## config.mk

```make
export PLATFORM = sky130hd
export DESIGN_NAME = pipe_redirect_ctrl
export DESIGN_NICKNAME = d
export VERILOG_FILES = /design/src/rtl/pipe_redirect_ctrl.sv
export SDC_FILE = /design/constraint.sdc
export NUM_CORES = 1
export LEC_CHECK = 0
export CAP_MARGIN = 40
export CORE_ASPECT_RATIO = 2
export CORE_MARGIN = 2
export CORE_UTILIZATION = 37
export DETAILED_ROUTE_END_ITERATION = 8
export PLACE_DENSITY = 0.8
export SLEW_MARGIN = 30
export SYNTH_ARGS = -nofsm -noshare
export SYNTH_HDL_FRONTEND = slang
export SYNTH_SLANG_ARGS = --single-unit
export TNS_END_PERCENT = 1
```

## constraint.sdc

```tcl
create_clock -name clk_i -period 2.4 [get_ports clk_i]
set_clock_uncertainty 0.15 [all_clocks]
set_input_delay 0.24 -clock clk_i [delete_from_list [all_inputs] [get_ports clk_i]]
set_output_delay 0.24 -clock clk_i [all_outputs]
set_load 0.005 [all_outputs]
```

## src/rtl/pipe_redirect_ctrl.sv

```systemverilog
// Arbitrates exception/execute/decode redirects, flushes the front end, then hands the target to the PFU.
// Optional PIPE_REDIRECT_CTRL_PERF_EN adds saturating stall/flush event counters.
`ifndef PC_WIDHT
`define PC_WIDHT 32
`endif
`ifndef ZERO_PC
`define ZERO_PC {`PC_WIDHT{1'b0}}
`endif

module pipe_redirect_ctrl #(
    parameter int unsigned FLUSH_CYCLES = 2
) (
    input  logic                 clk_i,
    input  logic                 rst_ni,
    input  logic                 exc_valid_i,
    input  logic [`PC_WIDHT-1:0] exc_vector_i,
    input  logic                 exu_redir_valid_i,
    input  logic [`PC_WIDHT-1:0] exu_redir_pc_i,
    input  logic                 dpu_redir_valid_i,
    input  logic [`PC_WIDHT-1:0] dpu_redir_pc_i,
    input  logic                 stall_req_i,
    input  logic                 pfu_redir_ready_i,
    output logic                 pfu_redir_valid_o,
    output logic [`PC_WIDHT-1:0] pfu_redir_pc_o,
    output logic                 flush_o,
    output logic                 stall_o,
    output logic                 busy_o
`ifdef PIPE_REDIRECT_CTRL_PERF_EN
    ,
    output logic [31:0]          stall_cnt_o,
    output logic [31:0]          flush_cnt_o
`endif
);

    localparam logic [1:0] StIdle     = 2'd0;
    localparam logic [1:0] StFlush    = 2'd1;
    localparam logic [1:0] StRedirect = 2'd2;

    localparam logic [3:0] FlushInit = 4'(FLUSH_CYCLES - 1);

    logic [1:0]           state_q, state_d;
    logic [3:0]           cnt_q, cnt_d;
    logic [1:0]           lvl_q, lvl_d;
    logic [`PC_WIDHT-1:0] pc_q, pc_d;

    logic                 req_any;
    logic [1:0]           win_lvl;
    logic [`PC_WIDHT-1:0] win_pc;
    logic                 preempt;
    logic                 start;

    always_comb begin
        req_any = exc_valid_i | exu_redir_valid_i | dpu_redir_valid_i;
        win_lvl = 2'd0;
        win_pc  = dpu_redir_pc_i;
        if (exc_valid_i) begin
            win_lvl = 2'd2;
            win_pc  = exc_vector_i;
        end else if (exu_redir_valid_i) begin
            win_lvl = 2'd1;
            win_pc  = exu_redir_pc_i;
        end
    end

    // Only a strictly higher level may displace a redirect already in flight.
    assign preempt = (state_q != StIdle) && req_any && (win_lvl > lvl_q);
    assign start   = ((state_q == StIdle) && req_any) || preempt;

    always_comb begin
        state_d = state_q;
        cnt_d   = cnt_q;
        lvl_d   = lvl_q;
        pc_d    = pc_q;
        if (start) begin
            state_d = StFlush;
            cnt_d   = FlushInit;
            lvl_d   = win_lvl;
            pc_d    = win_pc;
        end else begin
            case (state_q)
                StFlush: begin
                    if (cnt_q == 4'd0) begin
                        state_d = StRedirect;
                    end else begin
                        cnt_d = cnt_q - 4'd1;
                    end
                end
                StRedirect: begin
                    if (pfu_redir_ready_i) begin
                        state_d = StIdle;
                    end
                end
                StIdle:  state_d = StIdle;
                default: state_d = StIdle;
            endcase
        end
    end

    always_ff @(posedge clk_i or negedge rst_ni) begin
        if (!rst_ni) begin
            state_q <= StIdle;
            cnt_q   <= 4'd0;
            lvl_q   <= 2'd0;
            pc_q    <= `ZERO_PC;
        end else begin
            state_q <= state_d;
            cnt_q   <= cnt_d;
            lvl_q   <= lvl_d;
            pc_q    <= pc_d;
        end
    end

    assign busy_o            = (state_q != StIdle);
    assign flush_o           = (state_q == StFlush);
    assign pfu_redir_valid_o = (state_q == StRedirect);
    assign pfu_redir_pc_o    = pc_q;
    assign stall_o           = stall_req_i | busy_o;

`ifdef PIPE_REDIRECT_CTRL_PERF_EN
    logic [31:0] stall_cnt_q, stall_cnt_d;
    logic [31:0] flush_cnt_q, flush_cnt_d;

    always_comb begin
        stall_cnt_d = stall_cnt_q;
        flush_cnt_d = flush_cnt_q;
        if (stall_o && (stall_cnt_q != 32'hFFFF_FFFF)) begin
            stall_cnt_d = stall_cnt_q + 32'd1;
        end
        if (start && (flush_cnt_q != 32'hFFFF_FFFF)) begin
            flush_cnt_d = flush_cnt_q + 32'd1;
        end
    end

    always_ff @(posedge clk_i or negedge rst_ni) begin
        if (!rst_ni) begin
            stall_cnt_q <= 32'd0;
            flush_cnt_q <= 32'd0;
        end else begin
            stall_cnt_q <= stall_cnt_d;
            flush_cnt_q <= flush_cnt_d;
        end
    end

    assign stall_cnt_o = stall_cnt_q;
    assign flush_cnt_o = flush_cnt_q;
`endif

endmodule

```

* After elaboration in Yosys (flattened, before gate mapping)
Index checks and enable logic that the tools add are counted.
** Storage, ports and cells
- ROM bits :: 0
- Output and inout port bits :: 36
- Bits of input ports :: 103
- Bits in registers :: 40
- Latch bits :: 0
- Logic and storage cells :: 35
- Memories :: 0
- Memory bits (writable) :: 0
** Operators by class
- Multiply operators :: 0
- Bitwise operators :: 3
- Reduce and logical (&&, ||, !) cells :: 10
- Muxes and demuxes :: 11
- $lt $le $gt $ge :: 1
- Equality and inequality tests :: 5
- Shift operators :: 0
- Add/sub/neg operators :: 1
- Divide/modulo/power cells :: 0
** Operator list (number)
- 32-bit two-way mux :: 2
- 4-bit two-way mux :: 3
- 2-bit two-way mux :: 4
- 4-bit logical NOT :: 1
- 2-bit case mux with 2 select lines :: 1
- 2-bit AND reduction :: 2
- 2-bit nonzero test :: 2
- 4-bit by 1-bit subtractor with 4-bit output (second input constant) :: 1
- 1-bit logical AND :: 3
- 3-bit by 1-bit inequality test with 1-bit output (second input constant) :: 1
- 3-bit by 2-bit inequality test with 1-bit output (second input constant) :: 1
- 1-bit bitwise OR :: 3
- 2-bit by 1-bit == test with 1-bit output (second input constant) :: 1
- 2-bit == test (second input constant) :: 1
- 2-bit > comparator :: 1
- 2-bit logical NOT :: 1
- 2-bit inequality test (second input constant) :: 1
- 1-bit logical OR :: 1
- 1-bit two-way mux :: 1

* Longest topological paths before layout
Gate-level depths: netlist of the first run.
- Depth after elaboration :: 7
- Mapped depth :: 11
- Mapped depth without buffers :: 7

* Least setup slack after synthesis of the first run
Ideal clock, no wire load.
- Path kind :: input to register
- From :: input exc_valid_i
- To :: register pc_q[14] (netlist: pfu_redir_pc_o[14])
- Path slack :: 0.373 ns
- Stages :: 11
- Arrival time :: 1.750 ns
- Setup time :: 0.127 ns
- Data required time :: 2.123 ns
- Path buffers :: 4
- Cells stage by stage :: clkbuf_1 > buf_2 > inv_1 > nand2_1 > ha_1 > o211ai_1 > o311ai_4 > buf_6 > buf_6 > nand2_1 > o21ai_0
** Between the ends
- Longest elaborated chain between the ends :: 5
- Elaborated cells on any way between the ends :: 9
- Those cells by class :: order compare (1); mux (2); bitwise (2); reduce/logical (4)
** Ends and longest elaborated chain
- from (decl) :: line 15 : input logic exc_valid_i,
- branches (longest 5 deep; another with 2-bit > comparator)
- to (signal assigned) :: line 104 : pc_q <= `ZERO_PC;
- to (signal assigned) :: line 109 : pc_q <= pc_d;
- to (decl) :: line 44 : logic [`PC_WIDHT-1:0] pc_q, pc_d;
Several ways; the timed one is not identified.
A chain may end at the register's enable or synchronous reset.

* Worst setup path in the final report of the first run
- From :: register lvl_q[1]
- To :: register pc_q[16] (netlist: pfu_redir_pc_o[16])
** Between the ends
- Longest elaborated chain between the ends :: 3
** Ends and longest elaborated chain
- from (decl) :: line 43 : logic [1:0] lvl_q, lvl_d;
- from (signal assigned) :: line 108 : lvl_q <= lvl_d;
- 2-bit > comparator :: line 66 : assign preempt = (state_q != StIdle) && req_any && (win_lvl > lvl_q);
- 1-bit logical AND :: line 66
- 1-bit logical OR :: line 67 : assign start = ((state_q == StIdle) && req_any) || preempt;
No other way between the ends.

==> results.toml, run 1 <==
[cells_and_area]
antennaDiodeCount = 0
syn2layout_area_growth_pct = 68.6
drive_above_1_share_pct = 4.79
layout.nets = 503

[clocking]
insertion_delay_ps = 270
numClockSinks = 40
cts-resized-gates = 0
clockBufferDepth = 2
htree_levels = 2
cts_root_buf = "clkbuf_16"
cts_tree = "built"
cts_setup_buffers = 0
clk_pin_slew_ps = 50
cts.hold.buffers_added = 1
cts_buffers = 5

[synth]
synth-compound-area-share_pct = 17.4
synth_xor_area_share_pct = 0.768
synth_seq_cells = 40
synth_edf_count = 0
yosys_warnings = 0
synth_async_sr_flop_share_pct = 100
synth_fa_ha_area_share_pct = 2.19
syn-num-nets = 368
synth-seq-area-share_pct = 43.9
syn-instance-count = 261
syn-cell-area_um2 = 2280
synth_flop_cell = "dfrtp_1"
synthMuxAreaShare_pct = 14.0
yosys.area_share.simple_pct = 15.8
avgSynthCellArea_um2 = 8.74
synth_top_family_by_area = "compound AO/OA/AOI/OAI gates"
yosysUniqueCellTypes = 29

[global_routing]
grt_antenna_before_repair = 0
use_met2_pct = 37.7
grt_max_degree = 35
grt_pass1_vias = 2346
grt_pass1_wl_mm = 10.4
groute.layer.met1.usage_pct = 20.4
busiest_layer = "met2"
grt_remaining_overflow = 0
track_usage_pct = 19.8
met3_usage_pct = 2.59

[timing]
hold_viol = 0
finalSetupViolations = 0
slew_violations = 0
grt_setup_unrepaired = "no"
fin_crit_ps = 1970
relSlewSlack_pct = 69.5
hold_ws_ps = 223
worst_pin_slew_ps = 458
fmax_ghz = 0.509
setup_tns_ps = 0
fin_crit_sh_pct = 81.9

[placed_design]
place_congestion = 0.763
port_buffers = 138
dpl.hpwl_mm = 5.36

[route]
via_per_inst = 4.91
routedWlPerCell_um = 14.1
drcViolationCount = 0
dr.pass1.iters = 4
ant_nets = 0
drt_iter0_drc = 54
wl_mm = 6.48
vias = 2257

[setup_path]
r2r_start = "lvl_q[1]$_DFFE_PN0P_"
cp_max_fo = 33
ff2ff_setup_slack_ps = 430
cp-start-kind = "register"
crit_required_ps = 2390
regToRegEndpoint = "pfu_redir_pc_o[16]$_DFFE_PN0P_"
end_kind = "register"
reg2regPathDepth = 6
critical_path_class = "reg -> reg"
arrival_ps = 1960

[worst_hold_path]
worstHoldEndpoint = "lvl_q[0]$_DFFE_PN0P_"
hold_start = "exc_valid_i"
holdCritPathClass = "in -> reg"
min_path_cells = 3

[power]
power_w = 0.00366
powerDensity_nw_per_um2 = 951
cellLeakagePower_nw = 1.68
irDropWorstVdd_mv = 1.26

[die]
core_um2 = 6010
die_area_um2 = 6850
die_h_um = 115
initial_core_util_pct = 38.0
placementRows = 40
die_w_um = 59.5
io_pins = 139

[job]
cap_violations = 0

[outcome]
status = "complete, no violations"
worst max-delay path by stage:
stage                                    start                              to  slack (ps)  depth (start not counted)
after floorplan                    exc_valid_i  pfu_redir_pc_o[14]$_DFFE_PN0P_         370                         11
after global placement       dpu_redir_valid_i  pfu_redir_pc_o[18]$_DFFE_PN0P_         490                          5
after detailed placement           exc_valid_i  pfu_redir_pc_o[16]$_DFFE_PN0P_         420                          6
after CTS                 lvl_q[1]$_DFFE_PN0P_  pfu_redir_pc_o[20]$_DFFE_PN0P_         430                          6
after global routing      lvl_q[1]$_DFFE_PN0P_  pfu_redir_pc_o[11]$_DFFE_PN0P_         330                          6
final                     lvl_q[1]$_DFFE_PN0P_  pfu_redir_pc_o[16]$_DFFE_PN0P_         430                          6
registers in the layout, summed over array words and instances, names as in the netlist:
| signal | count |
|---|---|
| lvl_q | 2 |
| cnt_q | 4 |
| state_q | 2 |
| pfu_redir_pc_o | 32 |
Yosys cell counts, types with 2 or more instances:
| master | count | share of area (%) |
|---|---|---|
| clkbuf_1 | 4 | 0.66 |
| o21ai_0 | 31 | 6.8 |
| mux2i_1 | 32 | 14 |
| clkbuf_2 | 2 | 0.44 |
| o21ai_1 | 2 | 0.44 |
| a21oi_1 | 33 | 7.2 |
| ha_1 | 4 | 2.2 |
| dfrtp_1 | 40 | 44 |
| buf_2 | 6 | 1.3 |
| xnor2_1 | 2 | 0.77 |
| nor2_1 | 37 | 6.1 |
| nor2b_1 | 4 | 1.1 |
| or3_1 | 2 | 0.55 |
| buf_6 | 4 | 2.0 |
| buf_1 | 2 | 0.33 |
| inv_1 | 6 | 0.99 |
| nand2_1 | 38 | 6.3 |
power breakdown:
group	leakage (nW)	total, W	internal, W	switching, W
logic	1.11	0.00183	0.000991	0.000834
registers	0.496	0.00119	0.00101	0.000179
clock network	0.0712	0.000648	0.000414	0.000234
per-stage QoR:
| step | setup slack (ps) | instances | util [%] | instance area [um^2] |
|---|---|---|---|---|
| after floorplan | 373 | 261 | - | 2280 |
| after global placement | 490 | 450 | 61.0 | 3660 |
| after detailed placement | 419 | 451 | 61.5 | 3690 |
| after CTS | 434 | 460 | 64.1 | 3850 |
| after global routing | 334 | 460 | 64.1 | 3850 |
| final | 434 | 460 | 64.1 | 3850 |
layout by cell type (no fill, tap or decap), drive strengths merged, types with 2 or more instances in the layout:
master and n:
nor2 37, nand2 38, dfrtp 40, inv 7, or3 3, clkbuf 8, a21oi 33, o21ai 33
mux2i 32, clkdlybuf4s50 135, ha 4, nor2b 4, xnor2 2, buf 10
routing by layer:
layer	wire length, um	up-vias
li1	-	1159
met1	2280	1019
met2	3780	69
met3	255	10
met4	157	0
met5	0	-
critical path, stage by stage, from the launching register on:
cell	delay (ps)
dfrtp_1	350
inv_1	50
ha_1	290
nor2b_1	180
o311ai_4	310
buf_4	360
o21ai_0	150
area by class of cell:
type                       count  area, um^2
clock buffer                   8         146
fill                         526        2160
inverter                       7        26.3
multi-input combinational    196        1150
sequential                    40        1000
tap                           63        78.8
timing repair buffer         146        1450
cells by family after synthesis:
family                     after synthesis
and+or+nand+nor                         86
buffers and inverters                   25
DFF                                     40
muxes                                   32
xor gates and xnor gates                 2
adders and majority gates                4
AOI/OAI and AO/OA                       72
Note: power is estimated with default switching activity, not from simulation.
==> inputs of run 2 (changes only) <==
Clock period 2.4 ns to 2.1 ns, I/O delays scaled along.
==> run 2 against run 1 <==
Compared with the run above:
- worst hold slack got worse by 57 ps
- utilization up 0.94 points
- first-iteration DRC count up 46%
- routed wire length increased by 4.1%
- global-route usage increased by 0.54 points
- critical path type unchanged
- via count up 3.0%
- worst setup slack worse by 280 ps
- count of clock-buffer cells in the layout is 1 lower
- flip-flop and latch count unchanged
- critical endpoint is now pfu_redir_pc_o[18]$_DFFE_PN0P_
- cell area grew 1.5%
- non-clock buffer count rose by 2
==> results.toml, run 2 (synthesized netlist as in run 1, its figures left out) <==
[power]
powerDensity_nw_per_um2 = 1130
switching_power_w = 0.00151
power_frac_seq_pct = 30.7
switching_share_pct = 34.1
p_int_w = 0.00292
irDropWorstVdd_mv = 0.801
cellLeakagePower_nw = 1.70
power.share.clock_pct = 17.2
combPwrFrac_pct = 52.1

[job]
cap_violations = 0

[clocking]
insertion_delay_ps = 280
numClockSinks = 40
htree_levels = 2
clockBufferDepth = 2
cts_tree = "built"
cts_root_buf = "clkbuf_16"
clk_pin_slew_ps = 60
cts_buffers = 5
cts-resized-gates = 0

[die]
die_area_um2 = 6850
core_um2 = 6010
io_pins = 139
initial_core_util_pct = 38.0
placementRows = 40
die_w_um = 59.5
die_h_um = 115

[setup_path]
reg2regPathDepth = 7
r2r_start = "lvl_q[1]$_DFFE_PN0P_"
crit_chain = "inv_1 -> ha_1 -> nor2b_1 -> o311ai_4 -> buf_12 -> buf_12 -> o21ai_0"
critical_path_class = "reg -> reg"
end_kind = "register"
slowest_stage = "dfrtp_1"
regToRegEndpoint = "pfu_redir_pc_o[18]$_DFFE_PN0P_"
critPathMaxStageDelay_ps = 360
ff2ff_setup_slack_ps = 160
crit_top_cell = "buf_12"
arrival_ps = 1940
crit_required_ps = 2100
cp_max_fo = 32
cp-start-kind = "register"

[timing]
relSlewSlack_pct = 69.8
grt_setup_unrepaired = "no"
slew_violations = 0
hold_viol = 0
worst_pin_slew_ps = 454
setup_tns_ps = 0
fin_crit_sh_pct = 92.6
fin_crit_ps = 1940
fmax_ghz = 0.514
finalSetupViolations = 0

[cells_and_area]
stdcell_area_um2 = 3910
mostFrequentLayoutCell = "clkdlybuf4s50_1"
layout.nets = 505
final_cell_mix = "clkdlybuf4s50_1, dfrtp_1, nand2_1"
antennaDiodeCount = 0
final.fill_count = 515
drive_above_1_share_pct = 5.51
syn2layout_area_growth_pct = 71.1
largest_register_ffs = 32

[route]
routedWlPerCell_um = 14.6
drcViolationCount = 0
wl_mm = 6.75
drt_iter0_drc = 79
ant_nets = 0
dr.pass1.iters = 4
vias = 2324
via_per_inst = 5.03

[worst_hold_path]
holdCritPathClass = "in -> reg"
hold_start = "exc_valid_i"
min_path_cells = 3
worstHoldEndpoint = "lvl_q[0]$_DFFE_PN0P_"

[global_routing]
grt_pass1_vias = 2358
track_usage_pct = 20.3
grt_max_degree = 36
grt_remaining_overflow = 0
grt_antenna_before_repair = 0
grt_pass1_wl_mm = 10.7

[placed_design]
post_dp_cell_area_um2 = 3720
place_congestion = 0.769
port_buffers = 138
dpl.hpwl_mm = 5.38

[outcome]
status = "complete, no violations"
==> run 2: final cells by class <==
class / count / area [um^2] / area share (%)
multi-input combinational: 196 / 1150 / 29.4
clock inverter: 1 / 7.51 / 0.192
sequential: 40 / 1000 / 25.6
clock buffer: 7 / 143 / 3.65
inverter: 7 / 26.3 / 0.673
tap: 63 / 78.8 / 2.02
timing repair buffer: 148 / 1500 / 38.4
==> run 2: power groups by stage <==
stage          combinational [W]  clock (W)  sequential (W)
2_1_floorplan            0.00108          0         0.00137
3_3_place_gp             0.00214          0         0.00135
3_5_place_dp             0.00221          0         0.00137
4_1_cts                  0.00224   0.000775         0.00136
5_1_grt                  0.00253   0.000806         0.00141
6_report                 0.00231   0.000759         0.00136
==> run 2: layer usage <==
metal,wire length [um],GRT usage (%)
met1,2340,21.9
met3,273,2.59
met4,266,10.4
met5,0,0
met2,3860,36.9
==> run 2: timing repair <==
item | CTS | global route
hold endpoints to repair | 16 | 0
buffers inserted | 0 | 2
hold buffers | 1 | 0
endpoints found under the setup margin | 0 | 30
==> run 2: metrics by stage <==
stage | worst slack, ps | utilization (%) | std cells | power [W] | hold WS (ps)
final | 155 | 65.0 | 462 | 0.00443 | 165
after global routing | 85.8 | 65.0 | 462 | 0.00475 | 201
after CTS | 50.9 | 64.6 | 460 | 0.00437 | 162
after detailed placement | 47.2 | 61.9 | 451 | 0.00359 | 38.7
after global placement | 168 | 61.4 | 450 | 0.00349 | 231
after floorplan | 103 | - | 261 | 0.00245 | -236
==> run 2: how the worst max path moves through the flow <==
stage / from / end / slack [ps]
after floorplan: exc_valid_i / pfu_redir_pc_o[14]$_DFFE_PN0P_ / 100
after global placement: lvl_q[1]$_DFFE_PN0P_ / state_q[0]$_DFFE_PN0P_ / 170
after detailed placement: lvl_q[1]$_DFFE_PN0P_ / pfu_redir_pc_o[18]$_DFFE_PN0P_ / 50
after CTS: lvl_q[1]$_DFFE_PN0P_ / pfu_redir_pc_o[18]$_DFFE_PN0P_ / 50
after global routing: lvl_q[1]$_DFFE_PN0P_ / pfu_redir_pc_o[18]$_DFFE_PN0P_ / 90
final: lvl_q[1]$_DFFE_PN0P_ / pfu_redir_pc_o[18]$_DFFE_PN0P_ / 160
==> run 2: worst max-delay path: cells and delay by family, from the launching register on <==
kind,cells,cell delay (ps)
compound gates,2,440
flops,1,360
simple gates,1,180
buf+inv,3,380
fa+ha+maj,1,290
==> inputs of run 3 (changes only) <==
Settings changed: CORE_UTILIZATION 37 to 40, PLACE_DENSITY 0.8 to 0.86.
Clock period 2.1 ns to 2.3 ns, I/O delays scaled along.
==> run 3 against run 2 <==
Compared with the run above:
- utilization up 4.1 points
- count of clock-buffer cells in the layout down 1
- flip-flop and latch count unchanged
- combinational power down 13%
- total power down 11%
- routed wire length down 4.0%
- clock power down 11%
- critical path type unchanged
- largest power group unchanged
- highest routed layer unchanged
==> results.toml, run 3 (synthesized netlist as in run 1, its figures left out) <==
[outcome]
status = "complete, no violations"

[cells_and_area]
final.fill_count = 435
multi_input_area_um2 = 1150
fin_cells = 458
mostFrequentLayoutCell = "clkdlybuf4s50_1"
stdcell_area_um2 = 3880
regArea_um2 = 1000
largest_register_ffs = 32
layout.nets = 503
drive_above_1_share_pct = 5.29
syn2layout_area_growth_pct = 69.9
antennaDiodeCount = 0
final_cell_mix = "clkdlybuf4s50_1, dfrtp_1, nand2_1"

[worst_hold_path]
hold_start = "exc_valid_i"
worstHoldEndpoint = "lvl_q[0]$_DFFE_PN0P_"
holdCritPathClass = "in -> reg"
min_path_cells = 3

[timing]
slew_violations = 0
hold_viol = 0
hold_ws_ps = 184
relSlewSlack_pct = 63.4
fmax_ghz = 0.512
grt_setup_unrepaired = "no"
fin_crit_ps = 1950
setup_tns_ps = 0
finalSetupViolations = 0
fin_crit_sh_pct = 85.0
worst_pin_slew_ps = 549

[die]
placementRows = 39
die_h_um = 111
io_pins = 139
die_area_um2 = 6360
die_w_um = 57.4
core_um2 = 5610
initial_core_util_pct = 40.7

[clocking]
htree_levels = 2
numClockSinks = 40
cts_root_buf = "clkbuf_16"
cts.hold.buffers_added = 1
cts_setup_buffers = 0
insertion_delay_ps = 270
cts-resized-gates = 0
clockBufferDepth = 2
cts_buffers = 5
cts_tree = "built"
clk_pin_slew_ps = 50

[job]
cap_violations = 0

[setup_path]
crit_family = "compound AO/OA/AOI/OAI gates"
slowest_stage = "o311ai_4"
cp-start-kind = "register"
reg2regPathDepth = 6
ff2ff_setup_slack_ps = 350
end_kind = "register"
crit_required_ps = 2310
arrival_ps = 1960
critical_path_class = "reg -> reg"
critPathMaxStageDelay_ps = 450
cp_max_fo = 5
r2r_start = "lvl_q[1]$_DFFE_PN0P_"
regToRegEndpoint = "state_q[0]$_DFFE_PN0P_"
crit_chain = "inv_1 -> ha_1 -> nor2b_1 -> o311ai_4 -> inv_2 -> or2_1"
cp_num_buf_inv = 2

[global_routing]
grt_remaining_overflow = 0
grt_pass1_wl_mm = 10.7
grt_antenna_before_repair = 0
grt_max_degree = 42
track_usage_pct = 21.1
grt_pass1_vias = 2348

[route]
via_per_inst = 5.05
drt_iter0_drc = 94
wl_mm = 6.48
routedWlPerCell_um = 14.1
drcViolationCount = 0
vias = 2313
ant_nets = 0
dr.pass1.iters = 4

[placed_design]
port_buffers = 138
post_dp_cell_area_um2 = 3720
dpl.cell_count = 449
dpl.hpwl_mm = 5.31
place_congestion = 0.789

[power]
cellLeakagePower_nw = 1.70
irDropWorstVdd_mv = 0.828
powerDensity_nw_per_um2 = 1020
power_w = 0.00394
-- run 3: cell types whose count changed in the layout (fill, tap and decap cells not counted) --
cell and delta:
buf_12 -1, buf_4 -2, buf_6 +1, clkbuf_1 -1, clkinv_2 +2, clkinvlp_4 -1
-- run 3: through the flow --
stage | utilization (%) | setup slack, ps
finish | 69.1 | 346
global route | 69.1 | 222
CTS | 69.1 | 346
detailed placement | 66.3 | 360
global placement | 65.6 | 30.3
floorplan | - | 283
-- run 3: layout make-up --
class / instances / share of cell area, %
inverter: 7 / 0.678
multi-input combinational: 196 / 29.6
sequential: 40 / 25.8
clock inverter: 2 / 0.258
timing repair buffer: 146 / 38.1
tap: 61 / 1.97
clock buffer: 6 / 3.58
-- run 3: power breakdown --
group | leakage (nW) | internal [W] | switching [W]
Combinational | 1.12 | 0.00113 | 0.000884
Clock | 0.0766 | 0.000427 | 0.000248
Sequential | 0.496 | 0.00105 | 0.000198
Total | 1.70 | 0.00261 | 0.00133
-- run 3: worst register-to-register path, delay by kind of cell (launching register included) --
kind                     cells  cell delay, ps
buffers and inverters        2             170
adder cells (fa/ha/maj)      1             300
flip-flops                   1             340
AO/OA/AOI/OAI                1             450
AND/OR/NAND/NOR              2             420
-- run 3: how the worst max path moves through the flow --
stage                     cells after the start  slack [ps]                              to            startpoint
after floorplan                              11         280  pfu_redir_pc_o[14]$_DFFE_PN0P_           exc_valid_i
after global placement                        6          30          state_q[0]$_DFFE_PN0P_           exc_valid_i
after detailed placement                      6         360          state_q[0]$_DFFE_PN0P_  lvl_q[1]$_DFFE_PN0P_
after CTS                                     6         350  pfu_redir_pc_o[21]$_DFFE_PN0P_  lvl_q[1]$_DFFE_PN0P_
after global routing                          6         220          state_q[0]$_DFFE_PN0P_  lvl_q[1]$_DFFE_PN0P_
final                                         6         350          state_q[0]$_DFFE_PN0P_  lvl_q[1]$_DFFE_PN0P_
-- run 3: per-layer routing --
layer | track usage, % | share of wire, % | up-vias
met5 | 0 | 0 | -
met1 | 24.2 | 38 | 1000
met3 | 8.17 | 13 | 8
li1 | - | - | 1165
met2 | 35.3 | 47 | 140
met4 | 6.51 | 1.6 | 0
